### src/rtl/alu_pkg.sv
// Shared ALU definitions: operation encodings, flag bundle and helpers.
// Imported by the ALU top and its adder.
package alu_pkg;

    // Bit 2 inverts operand B and is also the adder carry-in.
    typedef enum logic [2:0] {
        ALU_AND  = 3'b000,
        ALU_OR   = 3'b001,
        ALU_ADD  = 3'b010,
        ALU_ZERO = 3'b011,
        ALU_ANDN = 3'b100,
        ALU_ORN  = 3'b101,
        ALU_SUB  = 3'b110,
        ALU_SLT  = 3'b111
    } alu_op_e;

    typedef struct packed {
        logic zero;
        logic negative;
        logic carry;
        logic overflow;
    } alu_flags_t;

    localparam alu_flags_t FLAGS_RESET = '{
        zero:     1'b1,
        negative: 1'b0,
        carry:    1'b0,
        overflow: 1'b0
    };

    // Carry and overflow are only meaningful for plain ADD/SUB.
    function automatic logic is_arith(input alu_op_e op);
        return (op == ALU_ADD) || (op == ALU_SUB);
    endfunction

endpackage

### src/rtl/alu_adder.sv
// N-bit adder with carry-in, shared by ADD, SUB and SLT.
// Reports carry-out and two's-complement signed overflow.
module alu_adder
    import alu_pkg::*;
#(
    parameter int N = 32
) (
    input  logic [N-1:0] a,
    input  logic [N-1:0] b,
    input  logic         cin,
    output logic [N-1:0] sum,
    output logic         cout,
    output logic         ovf
);

    logic [N:0] w_full;

    assign w_full = {1'b0, a} + {1'b0, b} + {{N{1'b0}}, cin};
    assign sum    = w_full[N-1:0];
    assign cout   = w_full[N];

    // Same-sign operands producing an opposite-sign sum.
    assign ovf = (a[N-1] == b[N-1]) && (sum[N-1] != a[N-1]);

endmodule

### src/rtl/alu.sv
// Single-cycle registered ALU: logic ops, add/sub, signed SLT.
// Result and flags are captured in one register stage.
module alu
    import alu_pkg::*;
#(
    parameter int N = 32
) (
    input  logic         clk,
    input  logic         reset,
    input  logic [N-1:0] SrcA,
    input  logic [N-1:0] SrcB,
    input  logic [2:0]   ALUControl,
    output logic [N-1:0] ALUResult,
    output logic         Zero,
    output logic         Negative,
    output logic         Carry,
    output logic         Overflow
);

    alu_op_e    w_op;
    logic       w_cin;
    logic [N-1:0] w_bb;
    logic [N-1:0] w_sum;
    logic       w_cout;
    logic       w_ovf;
    logic [N-1:0] w_result;
    alu_flags_t w_flags;

    logic [N-1:0] r_result;
    alu_flags_t r_flags;

    assign w_op  = alu_op_e'(ALUControl);
    assign w_cin = ALUControl[2];
    assign w_bb  = w_cin ? ~SrcB : SrcB;

    alu_adder #(
        .N(N)
    ) u_adder (
        .a   (SrcA),
        .b   (w_bb),
        .cin (w_cin),
        .sum (w_sum),
        .cout(w_cout),
        .ovf (w_ovf)
    );

    always_comb begin
        w_result = '0;
        case (w_op)
            ALU_AND,
            ALU_ANDN: w_result = SrcA & w_bb;
            ALU_OR,
            ALU_ORN:  w_result = SrcA | w_bb;
            ALU_ADD,
            ALU_SUB:  w_result = w_sum;
            // Signed less-than: true sign of A-B is sign XOR overflow.
            ALU_SLT:  w_result = {{(N-1){1'b0}}, w_sum[N-1] ^ w_ovf};
            ALU_ZERO: w_result = '0;
            default:  w_result = '0;
        endcase
    end

    always_comb begin
        w_flags          = FLAGS_RESET;
        w_flags.zero     = (w_result == '0);
        w_flags.negative = w_result[N-1];
        w_flags.carry    = is_arith(w_op) & w_cout;
        w_flags.overflow = is_arith(w_op) & w_ovf;
    end

    always_ff @(posedge clk) begin
        if (reset) begin
            r_result <= '0;
            r_flags  <= FLAGS_RESET;
        end else begin
            r_result <= w_result;
            r_flags  <= w_flags;
        end
    end

    assign ALUResult = r_result;
    assign Zero      = r_flags.zero;
    assign Negative  = r_flags.negative;
    assign Carry     = r_flags.carry;
    assign Overflow  = r_flags.overflow;

endmodule

### config.mk
export PLATFORM = sky130hd
export DESIGN_NAME = alu
export DESIGN_NICKNAME = d
export VERILOG_FILES = /design/src/rtl/alu_pkg.sv /design/src/rtl/alu_adder.sv /design/src/rtl/alu.sv
export SDC_FILE = /design/constraint.sdc
export NUM_CORES = 1
export LEC_CHECK = 0
export BUFFER_PORTS_ARGS = -buffer_cell sky130_fd_sc_hd__buf_2
export CAP_MARGIN = 20
export CORE_ASPECT_RATIO = 0.9
export CORE_MARGIN = 3
export CORE_UTILIZATION = 60
export DETAILED_ROUTE_END_ITERATION = 6
export PLACE_DENSITY_LB_ADDON = 0.3
export SETUP_SLACK_MARGIN = 0.1
export SYNTH_ARGS = -nofsm -noshare
export SYNTH_HDL_FRONTEND = slang
export SYNTH_SLANG_ARGS = --single-unit
### constraint.sdc
create_clock -name clk -period 11.3 [get_ports clk]
set_input_delay 1.13 -clock clk [delete_from_list [all_inputs] [get_ports clk]]
set_output_delay 1.13 -clock clk [all_outputs]
set_load 0.02 [all_outputs]
==> impl_table.tex, run 1 <==
\begin{tabular}{lr}
\hline
Metric & Value \\
\hline
\multicolumn{2}{l}{\textbf{Run status}} \\
Outcome & finished, final reports clean \\
\multicolumn{2}{l}{\textbf{Worst hold path}} \\
Worst hold path cell count & 4 \\
Min-delay worst type & in -> reg \\
Worst Hold Path EP & Overflow \\
Min-Delay Startpoint & SrcA[31] \\
\multicolumn{2}{l}{\textbf{Route}} \\
Wire length after detailed routing & 13.38 mm \\
Via/cell ratio & 6.005 \\
Routed length per placed instance & 16.99 um \\
Vias after detailed routing & 4726 \\
Count of routing violations after the opening detailed-route iteration & 352 \\
Length of the first detailed-routing pass in iterations & 5 \\
Routed Antenna Nets & 0 \\
Number of design rule violations left after detail routing & 0 \\
\multicolumn{2}{l}{\textbf{Finish}} \\
Final nets & 827 \\
Diode insertion count for antenna repair & 0 \\
Storage cell area & 700.7 um2 \\
Share of layout cells above drive strength 1 & 0.1873 \\
Multi-input logic area & 3351 um2 \\
Signed area change from the synthesized netlist to the final layout & 13.15\% \\
Final instance area & 5081 um2 \\
Total of fill cells in the finished design & 624 \\
\multicolumn{2}{l}{\textbf{Pwr}} \\
Total power per unit cell area & 106.4 nW/um2 \\
Power Internal & 0.2963 mW \\
Share of total power in sequential cells & 0.256 \\
Switching power & 0.2442 mW \\
Power share of the combinational group & 0.575 \\
Part of the total power dissipated in the clock network & 0.169 \\
Net switching share of the total power & 0.4518 \\
IR drop worst, VDD & 51.76 uV \\
Total power of the final layout & 0.5405 mW \\
Static leakage power & 2.652 nW \\
\multicolumn{2}{l}{\textbf{Clock tree}} \\
Number of buffers inserted by post-CTS setup repair & 0 \\
Number of buffers inserted by hold repair at cts & 0 \\
Clk pin slew, worst setup/hold paths & 80 ps \\
Total clock sinks & 35 \\
TritonCTS clock tree & built \\
Maximum root-to-sink buffer count & 2 \\
Num CTS Buffers & 5 \\
Clock root buffer & sky130\_fd\_sc\_hd\_\_clkbuf\_8 \\
Count of cells resized by post-cts repair & 0 \\
Depth of the CTS H-tree & 2 \\
\multicolumn{2}{l}{\textbf{Worst setup path}} \\
Biggest cell delay along the critical path & 540 ps \\
Worst Path Arrival & 5320 ps \\
Crit-path cells & buf\_2 > buf\_4 > xor2\_1 > inv\_1 > ha\_1 > a21o\_1 > a31o\_1 > a221o\_1 > o21ai\_2 > xnor2\_1 > a221oi\_2 > nand4\_1 > or4\_1 > nor4\_1 > a41o\_1 \\
Required time of the critical path & 11540 ps \\
Startpoint class of the critical path & primary input \\
CP Class & in -> reg \\
Nature of the critical path endpoint & flip-flop \\
Buffers and inverters on the worst path & 3 \\
Largest driver fanout on the critical path & 35 \\
Gate family responsible for the most delay along the worst path & compound AO/OA/AOI/OAI gates \\
Slowest cell on the critical path & sky130\_fd\_sc\_hd\_\_or4\_1 \\
\multicolumn{2}{l}{\textbf{Place}} \\
Post-DP HPWL & 10.46 mm \\
Placement Cell Area & 4996 um2 \\
Count of buffers from port buffering & 104 \\
Placer Congestion & 1.017 \\
Worst slack at placement & 5937 ps \\
\multicolumn{2}{l}{\textbf{Synthesis}} \\
Commonest cells in the netlist & sky130\_fd\_sc\_hd\_\_nor2\_1 (75), sky130\_fd\_sc\_hd\_\_inv\_1 (74), sky130\_fd\_sc\_hd\_\_ha\_1 (64), sky130\_fd\_sc\_hd\_\_a21oi\_1 (54), sky130\_fd\_sc\_hd\_\_xor2\_1 (43) \\
Unique cell type count in the Yosys netlist & 64 \\
Top-area cell type share of the netlist area & 0.1783 \\
Post-synthesis instance total & 617 \\
Synthesized netlist net count & 751 \\
Asr flop ratio synth & 0 \\
Register area share after synthesis & 0.1560 \\
Post-synth design cell area & 4491 um2 \\
Dominant register cell in the synthesized netlist & sky130\_fd\_sc\_hd\_\_dfxtp\_1 \\
Most numerous cell in the Yosys netlist & sky130\_fd\_sc\_hd\_\_nor2\_1 \\
Biggest area consumer among synthesized cells & sky130\_fd\_sc\_hd\_\_ha\_1 \\
Total of flip-flops plus latches after synthesis & 35 \\
Synthesis Warnings & 0 \\
Post-synth EDFFs & 0 \\
Biggest area contributors in the synthesized netlist & sky130\_fd\_sc\_hd\_\_ha\_1 (18\%), sky130\_fd\_sc\_hd\_\_dfxtp\_1 (16\%), sky130\_fd\_sc\_hd\_\_xor2\_1 (8.4\%), sky130\_fd\_sc\_hd\_\_nor2\_1 (6.3\%), sky130\_fd\_sc\_hd\_\_inv\_1 (6.2\%) \\
Synthesized area per cell & 7.278 um2 \\
\multicolumn{2}{l}{\textbf{Die}} \\
Die H & 88.07 um \\
Site row count & 29 \\
Width of the die & 97.19 um \\
Placeable Area & 7148 um2 \\
Die ar. & 8560 um2 \\
Number of top-level design ports & 105 \\
Initial core utilization & 0.6282 \\
\multicolumn{2}{l}{\textbf{Timing}} \\
Final Max Slew Viols & 0 \\
Slew HR & 0.5475 \\
Slew at the pin closest to its max-slew limit & 678.7 ps \\
Shortest period the worst path allows & 5082 ps \\
Count of final setup violators & 0 \\
Final worst path period share & 0.4497 \\
Unrepaired setup endpoints after global routing & false \\
Final sum of negative setup slack & 0 ps \\
Final hold violation count & 0 \\
Worst Slack Setup Final & 6218 ps \\
Minimum hold slack & 1237 ps \\
Fmax & 0.1968 GHz \\
\multicolumn{2}{l}{\textbf{Flow run}} \\
Max-cap check violation count & 0 \\
\multicolumn{2}{l}{\textbf{GRT}} \\
Largest net degree at the start of global routing & 36 \\
Via count of the first global-routing pass & 4332 \\
Total routing resource utilization after global routing & 0.3069 \\
Gr ovfl total & 0 \\
Antenna violations before repair & 0 \\
Global-route wire length before repair & 21.40 mm \\
\hline
\end{tabular}
[registers in the layout (all words and copies together), names as in the netlist]
signal and cells:
ALUResult 32, Carry 1, Overflow 1, Zero 1
[routing by layer]
layer  share of wire  global-route usage  wire length, um
met5               0                   0                0
met4           0.017             0.09439              228
met3            0.11             0.03583             1467
met2            0.45              0.5150             6046
met1            0.42              0.4170             5633
[power by group through the flow]
| stage | logic [mW] | clock network (mW) | registers [mW] |
|---|---|---|---|
| after floorplan | 0.209 | 0 | 0.156 |
| after global routing | 0.340 | 0.0967 | 0.139 |
| after CTS | 0.305 | 0.0934 | 0.138 |
| after detailed placement | 0.303 | 0 | 0.141 |
| final | 0.311 | 0.0915 | 0.138 |
| after global placement | 0.298 | 0 | 0.141 |
[cell type report]
type / instances / share of cell area
well taps: 93 / 0.02290
multi-input cells: 469 / 0.6594
flip-flops and latches: 35 / 0.1379
repair buffers: 108 / 0.1083
inverters: 74 / 0.05467
clock inverters: 2 / 0.002462
clock buffers: 6 / 0.01428
[stage by stage]
stage | util | instances
final | 0.7108 | 787
after global routing | 0.7108 | 787
after CTS | 0.7108 | 787
after detailed placement | 0.6989 | 779
after global placement | 0.6989 | 779
after floorplan | - | 617
[kinds of logic (layout without fill, tap and decap cells)]
group	Yosys count	in the layout	synth area share
DFF	35	35	0.1560
muxes	8	8	0.01783
buffers and inverters	113	190	0.09836
and+or+nand+nor	177	177	0.1884
AOI/OAI and AO/OA	161	161	0.2435
adders and majority gates	65	65	0.1828
xor gates and xnor gates	58	58	0.1131
[layout by cell type, fill, tap and decap left out, types with 5 or more instances in the layout]
master,n
sky130_fd_sc_hd__o21bai_1,5
sky130_fd_sc_hd__nand2b_1,8
sky130_fd_sc_hd__nor2_1,74
sky130_fd_sc_hd__a211oi_1,9
sky130_fd_sc_hd__a21oi_1,54
sky130_fd_sc_hd__nand2_1,29
sky130_fd_sc_hd__a21o_1,8
sky130_fd_sc_hd__mux2i_1,8
sky130_fd_sc_hd__a31oi_1,9
sky130_fd_sc_hd__buf_2,104
sky130_fd_sc_hd__nand3_1,9
sky130_fd_sc_hd__nor2b_1,11
sky130_fd_sc_hd__clkbuf_8,5
sky130_fd_sc_hd__xnor2_1,15
sky130_fd_sc_hd__a221oi_1,8
sky130_fd_sc_hd__dfxtp_1,35
sky130_fd_sc_hd__nor3_1,7
sky130_fd_sc_hd__xor2_1,43
sky130_fd_sc_hd__o21ai_0,21
sky130_fd_sc_hd__o21a_1,5
sky130_fd_sc_hd__and3_1,6
sky130_fd_sc_hd__ha_1,64
sky130_fd_sc_hd__nand4_1,13
sky130_fd_sc_hd__inv_1,74
[worst max-delay path by stage]
stage | cells past startpoint | to | startpoint | slack, ps
floorplan | 17 | Zero | ALUControl[2] | 6520
global placement | 15 | Zero | ALUControl[2] | 6050
detailed placement | 15 | Zero | ALUControl[2] | 5940
CTS | 15 | Zero | ALUControl[2] | 6240
global route | 15 | Zero | ALUControl[2] | 5910
finish | 15 | Zero | ALUControl[2] | 6220
Power figures use the tool's default switching activity.
==> inputs of run 2 (changes only) <==
--- a/config.mk
+++ b/config.mk
@@ -9,7 +9,7 @@
 export CAP_MARGIN = 20
 export CORE_ASPECT_RATIO = 0.9
 export CORE_MARGIN = 3
-export CORE_UTILIZATION = 60
+export CORE_UTILIZATION = 56
 export DETAILED_ROUTE_END_ITERATION = 6
 export PLACE_DENSITY_LB_ADDON = 0.3
 export SETUP_SLACK_MARGIN = 0.1
==> constraint.sdc (replaced) <==
create_clock -name clk -period 5 [get_ports clk]
set_input_delay 0.5 -clock clk [delete_from_list [all_inputs] [get_ports clk]]
set_output_delay 0.5 -clock clk [all_outputs]
set_load 0.02 [all_outputs]
==> run 2 against run 1 <==
  * Via count decreased by 0.80%
  * Critical path depth is 1 lower
  * Combinational power up 130%
  * Highest routed layer unchanged
  * Total power is 130% higher
  * Utilization shrank 4.6 points
  * Wire length rose by 1.3%
  * Non-clock buffer count grew 1
  * Critical path type unchanged
  * Clock power rose by 130%
  * Global-route usage shrank 1.1 points
  * Cell area up 0.17%
==> impl_table.tex, run 2 (synthesis gave the netlist of run 1 again) <==
\begin{tabular}{lr}
\hline
Metric & Value \\
\hline
\multicolumn{2}{l}{\textbf{Route}} \\
Number of design rule violations left after detail routing & 0 (unchanged) \\
Met2 wire length & 5.795 mm (-4.2\%) \\
Routed length on met1 & 6.054 mm (+7.5\%) \\
Highest routing layer actually used & met4 \\
Routed met3 length & 1.344 mm (-8.4\%) \\
Routed length per placed instance & 17.13 um (+0.79\%) \\
Via/cell ratio & 5.927 (-1.3\%) \\
Wire length after detailed routing & 13.55 mm (+1.3\%) \\
Vias after detailed routing & 4688 (-0.80\%) \\
Count of routing violations after the opening detailed-route iteration & 330 (-6.3\%) \\
Routed Antenna Nets & 0 (unchanged) \\
Length of the first detailed-routing pass in iterations & 5 (unchanged) \\
\multicolumn{2}{l}{\textbf{Run status}} \\
Outcome & finished, final reports clean \\
\multicolumn{2}{l}{\textbf{Clock tree}} \\
Clk pin slew, worst setup/hold paths & 80 ps (about the same) \\
Number of buffers inserted by hold repair at cts & 0 (unchanged) \\
Total clock sinks & 35 (unchanged) \\
Depth of the CTS H-tree & 2 (unchanged) \\
Count of cells resized by post-cts repair & 0 (unchanged) \\
TritonCTS clock tree & built \\
Clock root buffer & sky130\_fd\_sc\_hd\_\_clkbuf\_8 \\
Number of buffers inserted by post-CTS setup repair & 0 (unchanged) \\
Maximum root-to-sink buffer count & 2 (unchanged) \\
Num CTS Buffers & 5 (unchanged) \\
\multicolumn{2}{l}{\textbf{Die}} \\
Die ar. & 9130 um2 (+6.7\%) \\
Initial core utilization & 0.5864 (-0.04178) \\
Placeable Area & 7657 um2 (+7.1\%) \\
Site row count & 30 (+3.4\%) \\
Number of top-level design ports & 105 (unchanged) \\
Width of the die & 100.4 um (+3.3\%) \\
Die H & 90.95 um (+3.3\%) \\
\multicolumn{2}{l}{\textbf{GRT}} \\
Global-route wire length before repair & 21.94 mm (+2.6\%) \\
Total routing resource utilization after global routing & 0.2956 (-0.01125) \\
Largest net degree at the start of global routing & 36 (unchanged) \\
Antenna violations before repair & 0 (unchanged) \\
Via count of the first global-routing pass & 4422 (+2.1\%) \\
Gr ovfl total & 0 (unchanged) \\
\multicolumn{2}{l}{\textbf{Place}} \\
Worst slack at placement & 374.6 ps (-5562 ps) \\
Count of buffers from port buffering & 104 (unchanged) \\
Post-DP HPWL & 10.55 mm (+0.95\%) \\
Placer Congestion & 0.9640 (-5.2\%) \\
\multicolumn{2}{l}{\textbf{Finish}} \\
Storage cell area & 700.7 um2 (unchanged) \\
Commonest non-fill, non-tap cell in the layout & sky130\_fd\_sc\_hd\_\_buf\_2 \\
Multi-input logic area & 3348 um2 (about the same) \\
Diode insertion count for antenna repair & 0 (unchanged) \\
Share of layout cells above drive strength 1 & 0.1871 (-0.0002695) \\
Final nets & 828 (+0.12\%) \\
Max FFs per register & 32 (unchanged) \\
Total of fill cells in the finished design & 718 (+15\%) \\
Signed area change from the synthesized netlist to the final layout & 13.35\% \\
Most used cells in the layout excluding fill and tap cells & sky130\_fd\_sc\_hd\_\_buf\_2 (104), sky130\_fd\_sc\_hd\_\_nor2\_1 (75), sky130\_fd\_sc\_hd\_\_inv\_1 (74) \\
\multicolumn{2}{l}{\textbf{Timing}} \\
Minimum hold slack & 659.7 ps (-577.5 ps) \\
Fmax & 0.2267 GHz \\
Final sum of negative setup slack & 0 ps (unchanged) \\
Final worst path period share & 0.8822 \\
Final hold violation count & 0 (unchanged) \\
Slew at the pin closest to its max-slew limit & 667.8 ps (-10.90 ps) \\
Final Max Slew Viols & 0 (unchanged) \\
Count of final setup violators & 0 (unchanged) \\
Unrepaired setup endpoints after global routing & false \\
Worst Slack Setup Final & 588.8 ps (-5629 ps) \\
Slew HR & 0.5548 (+0.007269) \\
Shortest period the worst path allows & 4411 ps \\
\multicolumn{2}{l}{\textbf{Worst hold path}} \\
Min-delay worst type & in -> reg \\
\multicolumn{2}{l}{\textbf{Pwr}} \\
Static leakage power & 2.656 nW (+0.18\%) \\
IR drop worst, VDD & 92.50 uV (+79\%) \\
Power Internal & 0.6706 mW (+130\%) \\
Net switching share of the total power & 0.4536 (+0.001806) \\
Share of total power in sequential cells & 0.253 (-0.003) \\
Switching power & 0.5568 mW (+130\%) \\
Total power per unit cell area & 241.1 nW/um2 (+130\%) \\
Power share of the combinational group & 0.577 (+0.002) \\
Part of the total power dissipated in the clock network & 0.170 (about the same) \\
\multicolumn{2}{l}{\textbf{Worst setup path}} \\
Nature of the critical path endpoint & flip-flop \\
Startpoint class of the critical path & primary input \\
Largest driver fanout on the critical path & 15 (-57\%) \\
Slowest cell on the critical path & sky130\_fd\_sc\_hd\_\_a221oi\_1 \\
CP Class & in -> reg \\
Critical Path Start & ALUControl[2] \\
Setup crit end & Zero \\
Worst Path Arrival & 4650 ps (-670 ps) \\
Biggest cell delay along the critical path & 570 ps (+30 ps) \\
Crit-path cells & buf\_2 > buf\_4 > mux2i\_1 > fa\_1 > nor2b\_1 > o2111ai\_1 > a21oi\_1 > nor3\_2 > xnor2\_1 > a221oi\_1 > nand4\_1 > or4\_1 > nor4\_1 > a41o\_1 \\
Required time of the critical path & 5240 ps (-6300 ps) \\
\multicolumn{2}{l}{\textbf{Flow run}} \\
Max-cap check violation count & 0 (unchanged) \\
\hline
\end{tabular}
==> run 2: changes by cell type in the layout (fill, tap and decap cells not counted) <==
| cell | change |
|---|---|
| sky130_fd_sc_hd__buf_4 | +1 |
| sky130_fd_sc_hd__nor2_1 | +1 |
| sky130_fd_sc_hd__nor2_2 | -1 |
==> run 2: area by class of cell <==
class | instances | area share
inverter | 74 | 0.05457
clock inverter | 2 | 0.002458
tap | 96 | 0.02360
sequential | 35 | 0.1377
clock buffer | 6 | 0.01426
multi-input combinational | 469 | 0.6578
timing repair buffer | 109 | 0.1096
==> run 2: stage by stage <==
step                      total power, mW  cells  cell area (um2)  utilization
after floorplan                    0.8236    617             4491            -
after global placement             0.9975    783             5005       0.6536
after detailed placement            1.006    783             5005       0.6536
after CTS                           1.210    791             5090       0.6647
after global routing                1.310    791             5090       0.6647
final                               1.227    791             5090       0.6647
==> run 2: layer usage <==
layer	GRT usage	vias up
met5	0	-
li1	-	2267
met4	0.1089	0
met1	0.4311	2134
met2	0.4360	255
met3	0.04378	32
==> run 2: power by group through the flow <==
stage / logic [mW] / clock network (mW) / registers [mW]
final: 0.708 / 0.209 / 0.311
after global routing: 0.777 / 0.220 / 0.313
after CTS: 0.693 / 0.206 / 0.311
after detailed placement: 0.689 / 0 / 0.318
after global placement: 0.681 / 0 / 0.317
after floorplan: 0.471 / 0 / 0.352
==> run 2: worst max-delay path: cells and delay by family <==
| kind | cells | cell delay (ps) |
|---|---|---|
| AND/OR/NAND/NOR | 5 | 1400 |
| AO/OA/AOI/OAI | 4 | 1340 |
| buffers and inverters | 2 | 690 |
| adder cells (fa/ha/maj) | 1 | 420 |
| multiplexers | 1 | 160 |
| XOR/XNOR | 1 | 140 |
==> run 2: how the worst min path moves through the flow <==
stage	from	endpoint	slack (ps)	depth (start not counted)
global placement	ALUResult[2]	ALUResult[2]	920	1
finish	SrcA[31]	Overflow	660	4
detailed placement	ALUResult[5]	ALUResult[5]	920	1
CTS	SrcA[31]	Overflow	660	4
global route	SrcA[31]	Overflow	680	4
floorplan	ALUControl[0]	ALUResult[2]	720	2
